===== src/rtl/move_controller.sv =====
// rtl/move_controller.sv - sequences one player move: target calc, tile read, resolve, commit.
module move_controller #(
    parameter logic [3:0]  MAP_MAX     = 4'd10,
    parameter logic [15:0] INIT_FLOOR  = 16'd0,
    parameter logic [3:0]  INIT_X      = 4'd5,
    parameter logic [3:0]  INIT_Y      = 4'd10,
    parameter logic [15:0] INIT_HEALTH = 16'd100,
    parameter logic [31:0] INIT_KEYS   = 32'd0
) (
    input  logic        clk,
    input  logic        rst,
    input  logic        move_valid,
    input  logic [1:0]  move_dir,
    output logic        move_ready,
    output logic        move_done,
    output logic        move_blocked,
    output logic        map_rd_en,
    output logic        map_we,
    output logic [15:0] map_floor,
    output logic [3:0]  map_x,
    output logic [3:0]  map_y,
    output logic [15:0] map_wdata,
    input  logic [15:0] map_rdata,
    output logic [3:0]  res_pos_x,
    output logic [3:0]  res_pos_y,
    output logic [15:0] res_tile_id,
    input  logic [15:0] res_floor_out,
    input  logic [3:0]  res_goto_x,
    input  logic [3:0]  res_goto_y,
    input  logic [31:0] res_key_num,
    input  logic [15:0] res_health,
    input  logic [15:0] res_new_tile,
    output logic [15:0] floor,
    output logic [3:0]  player_x,
    output logic [3:0]  player_y,
    output logic [31:0] key_num,
    output logic [15:0] health
);

    typedef enum logic [2:0] {
        S_IDLE,
        S_READ,
        S_WAIT,
        S_RESOLVE,
        S_COMMIT
    } state_t;

    state_t state, state_nxt;

    logic [3:0]  target_x, target_y;
    logic [15:0] tile_r;
    logic [15:0] r_floor;
    logic [3:0]  r_goto_x, r_goto_y;
    logic [31:0] r_keys;
    logic [15:0] r_health;
    logic [15:0] r_new_tile;
    logic        edge_blocked_r;

    logic [3:0]  step_x, step_y;
    logic        step_ok;
    logic        commit_blocked;

    // Candidate target cell; step_ok drops when the step would leave the map.
    always_comb begin
        step_x  = player_x;
        step_y  = player_y;
        step_ok = 1'b1;
        case (move_dir)
            2'd0: if (player_y == 4'd0)    step_ok = 1'b0; else step_y = player_y - 4'd1;
            2'd1: if (player_y >= MAP_MAX) step_ok = 1'b0; else step_y = player_y + 4'd1;
            2'd2: if (player_x == 4'd0)    step_ok = 1'b0; else step_x = player_x - 4'd1;
            default: if (player_x >= MAP_MAX) step_ok = 1'b0; else step_x = player_x + 4'd1;
        endcase
    end

    assign commit_blocked = (r_goto_x == player_x) && (r_goto_y == player_y) && (r_floor == floor);

    always_comb begin
        state_nxt  = state;
        move_ready = 1'b0;
        map_rd_en  = 1'b0;
        map_we     = 1'b0;
        case (state)
            S_IDLE: begin
                move_ready = 1'b1;
                if (move_valid && step_ok) state_nxt = S_READ;
            end
            S_READ: begin
                map_rd_en = 1'b1;
                state_nxt = S_WAIT;
            end
            S_WAIT:    state_nxt = S_RESOLVE;
            S_RESOLVE: state_nxt = S_COMMIT;
            S_COMMIT: begin
                map_we    = (r_new_tile != tile_r);
                state_nxt = S_IDLE;
            end
            default:   state_nxt = S_IDLE;
        endcase
    end

    assign move_done    = (state == S_COMMIT) || edge_blocked_r;
    assign move_blocked = (state == S_COMMIT) ? commit_blocked : edge_blocked_r;
    assign map_floor    = floor;
    assign map_x        = target_x;
    assign map_y        = target_y;
    assign map_wdata    = r_new_tile;
    assign res_pos_x    = target_x;
    assign res_pos_y    = target_y;
    assign res_tile_id  = tile_r;

    always_ff @(posedge clk) begin
        if (rst) begin
            state          <= S_IDLE;
            target_x       <= 4'd0;
            target_y       <= 4'd0;
            tile_r         <= 16'd0;
            r_floor        <= 16'd0;
            r_goto_x       <= 4'd0;
            r_goto_y       <= 4'd0;
            r_keys         <= 32'd0;
            r_health       <= 16'd0;
            r_new_tile     <= 16'd0;
            edge_blocked_r <= 1'b0;
            floor          <= INIT_FLOOR;
            player_x       <= INIT_X;
            player_y       <= INIT_Y;
            key_num        <= INIT_KEYS;
            health         <= INIT_HEALTH;
        end else begin
            state          <= state_nxt;
            edge_blocked_r <= (state == S_IDLE) && move_valid && !step_ok;
            if (state == S_IDLE && move_valid && step_ok) begin
                target_x <= step_x;
                target_y <= step_y;
            end
            if (state == S_WAIT) tile_r <= map_rdata;
            if (state == S_RESOLVE) begin
                r_floor    <= res_floor_out;
                r_goto_x   <= res_goto_x;
                r_goto_y   <= res_goto_y;
                r_keys     <= res_key_num;
                r_health   <= res_health;
                r_new_tile <= res_new_tile;
            end
            // Results are committed only as COMMIT closes, so a reset earlier leaves nothing behind.
            if (state == S_COMMIT) begin
                floor    <= r_floor;
                player_x <= r_goto_x;
                player_y <= r_goto_y;
                key_num  <= r_keys;
                health   <= r_health;
            end
        end
    end

endmodule


===== config.mk =====
export PLATFORM = sky130hd
export DESIGN_NAME = move_controller
export DESIGN_NICKNAME = d
export VERILOG_FILES = /design/src/rtl/move_controller.sv
export SDC_FILE = /design/constraint.sdc
export NUM_CORES = 1
export LEC_CHECK = 0
export ABC_AREA = 1
export ABC_CLOCK_PERIOD_IN_PS = 4800
export CAP_MARGIN = 20
export CORE_MARGIN = 2
export CORE_UTILIZATION = 55
export DETAILED_ROUTE_END_ITERATION = 10
export DONT_BUFFER_PORTS = 1
export GPL_TIMING_DRIVEN = 0
export HOLD_SLACK_MARGIN = 0.12
export PLACE_DENSITY_LB_ADDON = 0.25
export SYNTH_ARGS = -nofsm -noshare
export SYNTH_HDL_FRONTEND = slang
export SYNTH_SLANG_ARGS = --single-unit

===== constraint.sdc =====
create_clock -name clk -period 4.8 [get_ports clk]
set_input_delay 0.96 -clock clk [delete_from_list [all_inputs] [get_ports clk]]
set_output_delay 0.96 -clock clk [all_outputs]
set_load 0.1 [all_outputs]

==> results of run 1 <==
-- cells in the final DEF (no fill, tap or decap), types with 5 or more instances in the layout --
master     instances
a21oi_1           17
nand3_1           25
nand2_1           83
or2_2              9
ha_1               6
clkbuf_1          36
clkbuf_16         17
inv_1             34
inv_2              5
nand2_2            7
xnor2_1           32
dfxtp_1          188
o21ai_0          173
nor2_1           337
buf_2             22
buf_4             25
nor2_2            13
nand2_4            5
-- through the flow --
| step | std cells | total power [W] | setup slack (ps) |
|---|---|---|---|
| floorplan | 1044 | 0.00220 | 991 |
| global placement | 1224 | 0.00226 | 783 |
| detailed placement | 1229 | 0.00228 | 1260 |
| CTS | 1261 | 0.00367 | 800 |
| global route | 1262 | 0.00377 | 659 |
| finish | 1262 | 0.00365 | 796 |
-- worst max-delay path, cell delays in order, from the launching register on --
cell and delay, ps:
dfxtp_1 970, inv_1 210, or2_2 330, nand3_1 90, nor2_1 60, nand2_1 90
nor2_1 50, nor2_2 810
-- cells by family (layout without fill, tap and decap cells) --
logic type,count (synthesis),in the layout,synth area share [%]
XOR/XNOR,35,35,3.90
AO/OA/AOI/OAI,197,197,13.0
flip-flops,188,188,47.9
adder cells (fa/ha/maj),6,6,0.956
AND/OR/NAND/NOR,492,492,26.0
buffers and inverters,126,164,8.21
-- registers in the layout (all words and copies together), names as in the netlist, 16 cells and up --
name / flops
key_num: 32
r_keys: 32
floor: 16
health: 16
map_wdata: 16
r_floor: 16
r_health: 16
res_tile_id: 16
-- where the power goes --
group	internal, W	total (W)	switching (W)
Clock	0.000780	0.00140	0.000624
Combinational	0.000109	0.000359	0.000249
Sequential	0.00161	0.00188	0.000272
-- final cells by class --
type                            count  share of cell area, %
Sequential cell                   188                   42.8
Multi-Input combinational cell    730                   39.2
Buffer                             87                   5.66
Clock buffer                       18                   4.88
Tap cell                          180                   2.56
Clock inverter                     14                   1.84
Inverter                           39                   1.67
Timing Repair Buffer                6                   1.34
-- final timing paths --
| path | slack [ps] | end | startpoint |
|---|---|---|---|
| worst min-delay path | 500 | health[6] | r_health[6] |
| worst max-delay path | 800 | map_we | map_wdata[15] |
| worst max register to register | 2100 | map_y[3] | player_x[0] |
| worst min register to register | 500 | health[6] | r_health[6] |
-- metal layers --
layer,GRT usage (%),share of wire (%),wire [um]
met1,32.3,43,8560
met2,41.4,47,9430
met3,8.81,8.2,1630
met4,8.03,1.5,301
met5,0,0,0
==> run metrics, run 1 <==
Mapped Cells=around 1000; drt wl/cell=about 16 um; top cells by area, synth=dfxtp_1 (48%), nor2_1 (16%), o21ai_0 (11%), nand2_1 (4.0%), xnor2_1 (3.6%); area delta synth->final=12.0%; Slew headroom=22.8%; drt total wl=19900 um; synth warn=0; Non-Filler Cell Area, Final=0.00879 mm2; area occupied by multi-input gates=around 0.0034 mm2; Core Rows=43; Critical Path RT=about 3800 ps; Hold WS=around 500 ps; CTS Buffer Depth=2; FF+latch count, synth=~190; DRC=0; area leader, netlist=dfxtp_1; Post-synth top cells=nor2_1 (339), dfxtp_1 (188), o21ai_0 (173); vias in the first global route=5998; Max Slew Vio Count=0; final core occ=between 60% and 70%; DR iter-0 viols=approximately 320; Initial Util=between 50% and 60%; sequential fraction of the synthesis area=a little under half; die height=~120 um; final hold viol count=0; outcome=completed; # hold bufs at CTS=0; CP Launch Type=flop; worst path arrival time=between 3000 and 4000 ps; total track usage=roughly a quarter; number of flops mapped to enable cells by yosys=0; actual slew at the worst max-slew pin=around 1200 ps; max cap viols=0; ys flop type=dfxtp_1; Final Skew=around 8.5 ps; sink count of the clock tree=~190; Yosys top cell area share=47.9%; Tmin final=4000 ps; CTS buffer count=17; Critical Path Fanout Max=3; H-tree level count=4; cts repair resizes=0; mapped cell area=0.00785 mm2; gpl congestion=0.861; Worst IR Drop VDD=264 uV; setup TNS=0 ps; Reg area=approximately 0.0038 mm2; CP endpoint kind=output port; share of cells above drive strength 1=about an eighth; CTS root buf=clkbuf_16; fillcell total=1278; Leakage=3.77 nW; Post-DRT Antenna Nets=0; I/O pin count=250; Worst Hold Class=reg -> reg; Post-Syn Area per Cell=about 7.5 um2; via count=around 6600; syn_nets=1159; CTS clk-pin slew, worst paths=roughly 70 ps; setup bufs post-CTS=0; core area=between 0.01 and 0.015 mm2; placed cell areas=approximately 0.0082 mm2; WS Path Type=reg -> out; Vias/cell=about 5.2; die span in x=~120 um; GRT overflow=0; CTS tree=done; f_max=0.250 GHz; R2R cell count=11; final setup fails=0; Die ar.=between 0.015 and 0.02 mm2; RSZ-0062 raised after global routing=no; Unique masters post-synth=29; first-pass GRT wire length=~30000 um; most instantiated library cell after synthesis=nor2_1; largest net degree at the start of global routing=18; hold path depth=2; Pwr per Cell Area=a little over 400 mW/mm2; dpl hpwl=14400 um; DR pass1 iterations=5; number of port buffers=0; Ant. Diodes=0; initial antenna violation count=0; crit share post-route=a little over four fifths; Worst-Skew Late Latency=420 ps; FFs w/ async S/R, synth=0%; nets=1184
Note: power is estimated with default switching activity, not from simulation.
==> run 2: changes to the inputs <==
--- a/config.mk
+++ b/config.mk
@@ -6,7 +6,7 @@
 export NUM_CORES = 1
 export LEC_CHECK = 0
 export ABC_AREA = 1
-export ABC_CLOCK_PERIOD_IN_PS = 4800
+export ABC_CLOCK_PERIOD_IN_PS = 3500
 export CAP_MARGIN = 20
 export CORE_MARGIN = 2
 export CORE_UTILIZATION = 55
==> constraint.sdc (replaced) <==
create_clock -name clk -period 3.5 [get_ports clk]
set_input_delay 0.7 -clock clk [delete_from_list [all_inputs] [get_ports clk]]
set_output_delay 0.7 -clock clk [all_outputs]
set_load 0.1 [all_outputs]
==> run 2 against run 1 <==
Against the previous run:
- non-clock buffer count fell by 1
- combinational power rose by 38%
- flip-flop and latch count did not move
- sequential share of layout area rose by 0.31 points
- critical endpoint unchanged
- largest power group unchanged
- via count rose by 1.1%
- first-iteration DRC count rose by 51%
==> run metrics, run 2 (synthesized netlist as in run 1, its figures left out) <==
biggest regs=key_num x32, r_keys x32; CTS tree=done; area delta synth->final=12.0%; hold path depth=1; f_max=a little under 0.3 GHz; most frequent cells in the layout=nor2_1 (337), o21ai_0 (173), dfxtp_1 (166); Final Skew=about 9.6 ps; Critical Path RT=2800 ps; share of cells above drive strength 1=14.3%; CP endpoint kind=output port; Worst Setup Slack, final=between 100 and 150 ps; placed cell areas=between 0.008 and 0.009 mm2; crit share post-route=96.3%; Worst IR Drop VDD=slightly above 400 uV; DR iter-0 viols=490; Max Slew Vio Count=0; dpl hpwl=14700 um; first-pass GRT wire length=between 30000 and 40000 um; gpl congestion=between 0.8 and 0.9; CTS root buf=clkbuf_16; worst path arrival time=~2700 ps; CTS buffer count=17; CTS Buffer Depth=2; Pwr per Cell Area=around 560 mW/mm2; H-tree level count=4; area occupied by multi-input gates=between 0.003 and 0.004 mm2; Leakage=3.77 nW; Non-Filler Cell Area, Final=a little under 0.009 mm2; DR pass1 iterations=5; setup TNS=0 ps; fillcell total=1279; GRT overflow=0; core area=between 0.01 and 0.015 mm2; total track usage=about a quarter; actual slew at the worst max-slew pin=1050 ps; vias in the first global route=about 6200; Worst-Skew Late Latency=~430 ps; Core Rows=43; r2r endpoint=map_x[0]; most frequent CP cell=nor2_1; # hold bufs at CTS=0; largest net degree at the start of global routing=17; crit-path cells=inv_1, or2_2, nand4_1, nor2_1, nand2_1, nor2_1, nor2_4; Vias/cell=roughly 5.3; commonest non-fill, non-tap cell in the layout=nor2_1; Hold Crit Endpoint=state[0]; initial antenna violation count=0; Largest stage delay, worst path=between 900 and 1000 ps; final hold viol count=0; crit path buf inv count=1; Slew headroom=29.9%; outcome=completed; die height=roughly 120 um; Die ar.=approximately 0.015 mm2; r2r setup slk=1270 ps; via count=6694; Critical Path Fanout Max=3; Tmin final=around 3400 ps; Setup Slack @ Placement=222 ps; Initial Util=between 50% and 60%; max cap viols=0; nets=about 1200; Ant. Diodes=0; DRC=0; setup bufs post-CTS=0; drt wl/cell=16.0 um; die span in x=123 um; Worst Hold Class=in -> reg; CP Launch Type=flop; RSZ-0062 raised after global routing=no; Slowest cell on crit path=dfxtp_1; Hold WS=around 340 ps; WS Path Type=reg -> out; CTS clk-pin slew, worst paths=about 60 ps; Post-DRT Antenna Nets=0; number of port buffers=0; final setup fails=0; Reg area=around 0.0038 mm2; delay-heaviest family, CP=simple AND/OR/NAND/NOR gates; Hold Startpoint=rst; sink count of the clock tree=roughly 190; drt total wl=about 20000 um; I/O pin count=250; r2r startpoint=player_x[0]; R2R cell count=11
## run 2: worst max path at each step
stage | start | end | slack (ps) | cells after the start
3_5_place_dp | map_wdata[15] | map_we | 220 | 7
6_report | res_tile_id[3] | map_we | 130 | 7
2_1_floorplan | res_tile_id[4] | map_we | 430 | 7
5_1_grt | map_wdata[10] | map_we | 9 | 7
3_3_place_gp | map_wdata[15] | map_we | 220 | 7
4_1_cts | player_y[3] | move_blocked | 30 | 6
## run 2: timing repair
item / CTS / global route
setup endpoints to repair: 2 / 2
resized for setup: 20 / 3
cloned: 0 / 0
## run 2: layer usage
layer | wire (um) | part of all wire [%] | vias to the layer above | global-route usage, %
li1 | - | - | 3346 | -
met1 | 8410 | 42 | 3082 | 31.3
met2 | 9520 | 47 | 228 | 42.2
met3 | 1660 | 8.2 | 38 | 9.23
met4 | 534 | 2.7 | 0 | 10.3
met5 | 0 | 0 | - | 0
## run 2: final cells by class
type	instances	area share [%]
clock buffers	20	5.08
plain buffers	87	5.66
well taps	180	2.56
flip-flops and latches	188	43.1
clock inverters	12	1.31
inverters	39	1.67
repair buffers	5	1.30
multi-input cells	730	39.3
## run 2: through the flow
| stage | cells | utilization [%] | total power, W |
|---|---|---|---|
| finish | 1261 | 63.1 | 0.00493 |
| global placement | 1224 | 58.0 | 0.00310 |
| floorplan | 1044 | - | 0.00302 |
| detailed placement | 1228 | 58.6 | 0.00312 |
| global route | 1261 | 63.1 | 0.00510 |
| CTS | 1260 | 62.9 | 0.00495 |
## run 2: report_power, final
part | switching, W | internal, W
combinational | 0.000344 | 0.000150
sequential | 0.000373 | 0.00221
clock | 0.000839 | 0.00101
total | 0.00156 | 0.00337
==> RTL edit 1, RTL diff (settings of run 2) <==
Reset style: asynchronous (`rst`), changed in one clocked block.
--- a/src/rtl/move_controller.sv
+++ b/src/rtl/move_controller.sv
@@ -109,7 +109,7 @@
     assign res_pos_y    = target_y;
     assign res_tile_id  = tile_r;
 
-    always_ff @(posedge clk) begin
+    always_ff @(posedge clk or posedge rst) begin
         if (rst) begin
             state          <= S_IDLE;
             target_x       <= 4'd0;
Check against the original RTL: differs if rst is asserted again (counterexample within 4 cycles, from zero or initial values and one cycle with rst high); with rst held inactive, the same outputs for 10 cycles.
==> RTL edit 1 against run 2 <==
  * Sequential cell count unchanged
  * Global-route usage decreased by 1.5 points
  * Area after synthesis rose by 5.3%
  * Fmax shrank 1.9%
  * Routed wire length fell by 5.5%
  * Critical endpoint is now move_blocked
  * Count of clock-buffer cells in the layout up 1
  * Design area rose by 4.4%
  * Worst setup slack got worse by 67 ps
Power is left out: the tool's default activity adds up to more than one toggle a clock period on the data nets, which glitch-free logic cannot reach.
==> RTL edit 1: results (changes against run 2) <==
status=complete, no violations (unchanged); synth unique cells=33 (was 29); GP Congestion=0.831 (was 0.863); DR WL met2=9.05 mm (was 9.52 mm); via count=5,834 (was 6,694); slowest cell on the critical path=dfrtp_1 (was dfxtp_1); Placed Instances=1,104 (was 1,228); crit path max fanout=6 (was 3); CP peak stage delay=940 ps (was 970 ps); mux contribution to synthesized area=0.0204 (was 0); met3 wire len=1.66 mm (about the same); Worst R2R Path Depth=10 (was 11); met3 Use GR=0.0865 (was 0.0923); met2 usage=0.386 (was 0.422); DRT Wirelength=19.0 mm (was 20.1 mm); Syn Nets=1,031 (was 1,159); hpwl dp=13.8 mm (was 14.7 mm); Routed WL per cell=16.8 um (was 16.0 um); # fillers=1,273 (was 1,279); reg2reg start=player_y[1] (was player_x[0]); Worst Setup EP=move_blocked (was map_we); XOR/XNOR share of the synthesized area=0.0339 (was 0.0390); Final min period=3440 ps (was 3370 ps); share of cells above drive strength 1=0.169 (was 0.143); crit path from=player_y[2] (was res_tile_id[3]); Adder-Cell Fraction of Synth Area=0.00908 (was 0.00956); ranking of synthesized cells by area=dfrtp_1, nand2_1, o21ai_0 (was dfxtp_1, nor2_1, o21ai_0); Routed met1 length=8.06 mm (was 8.41 mm); post-place setup slack=305 ps (was 222 ps); sequential share of the synthesized area=0.570 (was 0.479); global-route wire length before repair=30.5 mm (was 30.4 mm)
[RTL edit 1: metrics by stage]
step | hold slack (ps) | area (sq um) | setup TNS, ps
2_1_floorplan | 473 | 8270 | 0
3_3_place_gp | 487 | 8500 | -114010
3_5_place_dp | 499 | 8590 | 0
4_1_cts | 292 | 9160 | 0
5_1_grt | 335 | 9170 | -31.6
6_report | 284 | 9170 | 0
[RTL edit 1: worst min path at each step]
stage                     start     endpoint  slack, ps  cells past startpoint
global placement    r_health[5]    health[5]        490                      2
finish                      rst   r_keys[29]        280                      1
global route                rst  key_num[28]        340                      1
floorplan           r_health[5]    health[5]        470                      2
CTS                         rst     floor[1]        290                      1
detailed placement   r_floor[1]     floor[1]        500                      2
[RTL edit 1: area by class of cell]
cell class / count / share of cell area
Sequential cell: 188 / 0.516
Timing Repair Buffer: 4 / 0.00873
Clock inverter: 9 / 0.00955
Inverter: 98 / 0.0411
Clock buffer: 21 / 0.0513
Tap cell: 184 / 0.0251
Buffer: 61 / 0.0413
Multi-Input combinational cell: 569 / 0.307
==> RTL edit 2, RTL diff (settings of run 2) <==
Without the edit above. `MAP_MAX`: 4'd10 -> 4'd8.
--- a/src/rtl/move_controller.sv
+++ b/src/rtl/move_controller.sv
@@ -1,6 +1,6 @@
 // rtl/move_controller.sv - sequences one player move: target calc, tile read, resolve, commit.
 module move_controller #(
-    parameter logic [3:0]  MAP_MAX     = 4'd10,
+    parameter logic [3:0]  MAP_MAX     = 4'd8,
     parameter logic [15:0] INIT_FLOOR  = 16'd0,
     parameter logic [3:0]  INIT_X      = 4'd5,
     parameter logic [3:0]  INIT_Y      = 4'd10,
Check against the original RTL: not equivalent (a bounded check fails within 10 cycles, from zero or initial values and one cycle with rst high).
==> RTL edit 2 against run 2 <==
  * Worst setup slack lost 13 ps
  * Area after synthesis shrank 2.5%
  * Routed wire length grew 3.5%
  * Die area shrank 2.4%
  * Design area shrank 1.7%
  * Core utilization shrank 0.096 points
  * Fmax shrank 0.38%
  * Critical path depth shrank 1
  * Power grew 1.4%
  * Largest cell class unchanged
  * Sequential cell count is the same
==> RTL edit 2: results (changes against run 2) <==
crit path from=state[1] (was res_tile_id[3]); global-route usage over all layers=0.279 (was 0.259); GP Congestion=0.858 (was 0.863); register-to-register setup slack=1300 ps (was 1270 ps); Worst R2R End=map_y[0] (was map_x[0]); XOR/XNOR share of the synthesized area=0.0217 (was 0.0390); DRT Wirelength=20.8 mm (was 20.1 mm); slowest cell on the critical path=nand2_1 (was dfxtp_1); ranking of synthesized cells by area=dfxtp_1, nor2_1, o21ai_0 (unchanged); global-route wire length before repair=32.0 mm (was 30.4 mm); post-place setup slack=257 ps (was 222 ps); Seq/total area=0.439 (was 0.431); clkbuf count=22 (was 20); highest ir drop seen on vdd=0.312 mV (was 0.411 mV); sequential share of the synthesized area=0.492 (was 0.479); Compound-Gate Fraction of Synth Area=0.155 (was 0.130); status=complete, no violations (unchanged); sequential cells=188 (unchanged); Non-clock buffers=87 (was 92); DR WL met2=9.84 mm (was 9.52 mm); crit path max fanout=10 (was 3); Final clock-cell share=0.0717 (was 0.0639); Inserted Diodes=1 (was 0); Rel. slew slack=0.288 (was 0.299); drt initial violations=568 (was 490); Routed met1 length=8.32 mm (was 8.41 mm); most frequent cells after synthesis=nor2_1, dfxtp_1, o21ai_0 (unchanged); Vias/cell=5.31 (about the same); Adder-Cell Fraction of Synth Area=0.00654 (was 0.00956); Arr. time, crit path=2680 ps (was 2670 ps); share of cells above drive strength 1=0.118 (was 0.143); Worst Clk Skew=9.68 ps (was 9.56 ps); Post-Syn Area=0.00766 sq mm (was 0.00785 sq mm); vias in the first global route=6,236 (was 6,186)
==> RTL edit 2: changes by cell type in the layout (fill, tap and decap cells not counted), moves of 7 or more <==
cell,before,now
nor2_1,337,300
nand2_1,83,111
inv_1,34,61
a21oi_1,17,40
xnor2_1,32,12
nor2_2,12,3
nand3_1,25,18
o21ai_0,173,180
==> RTL edit 2: layer usage <==
layer  GRT usage  vias up
met1       0.335     3049
li1            -     3355
met5           0        -
met2       0.464      275
met4      0.0819        0
met3       0.109       37
==> RTL edit 2: kinds of logic (layout without fill, tap and decap cells) <==
kind of cell	Yosys count	in the layout
compound gates	231	231
simple gates	452	452
flops	188	188
xor+xnor	19	19
fa+ha+maj	4	4
other cells	0	1
buf+inv	152	189
==> RTL edit 2: report_power, final <==
group          switching [W]  internal [W]  total (W)
Clock               0.000833       0.00116    0.00199
Combinational       0.000321      0.000127   0.000448
Sequential          0.000348       0.00220    0.00255
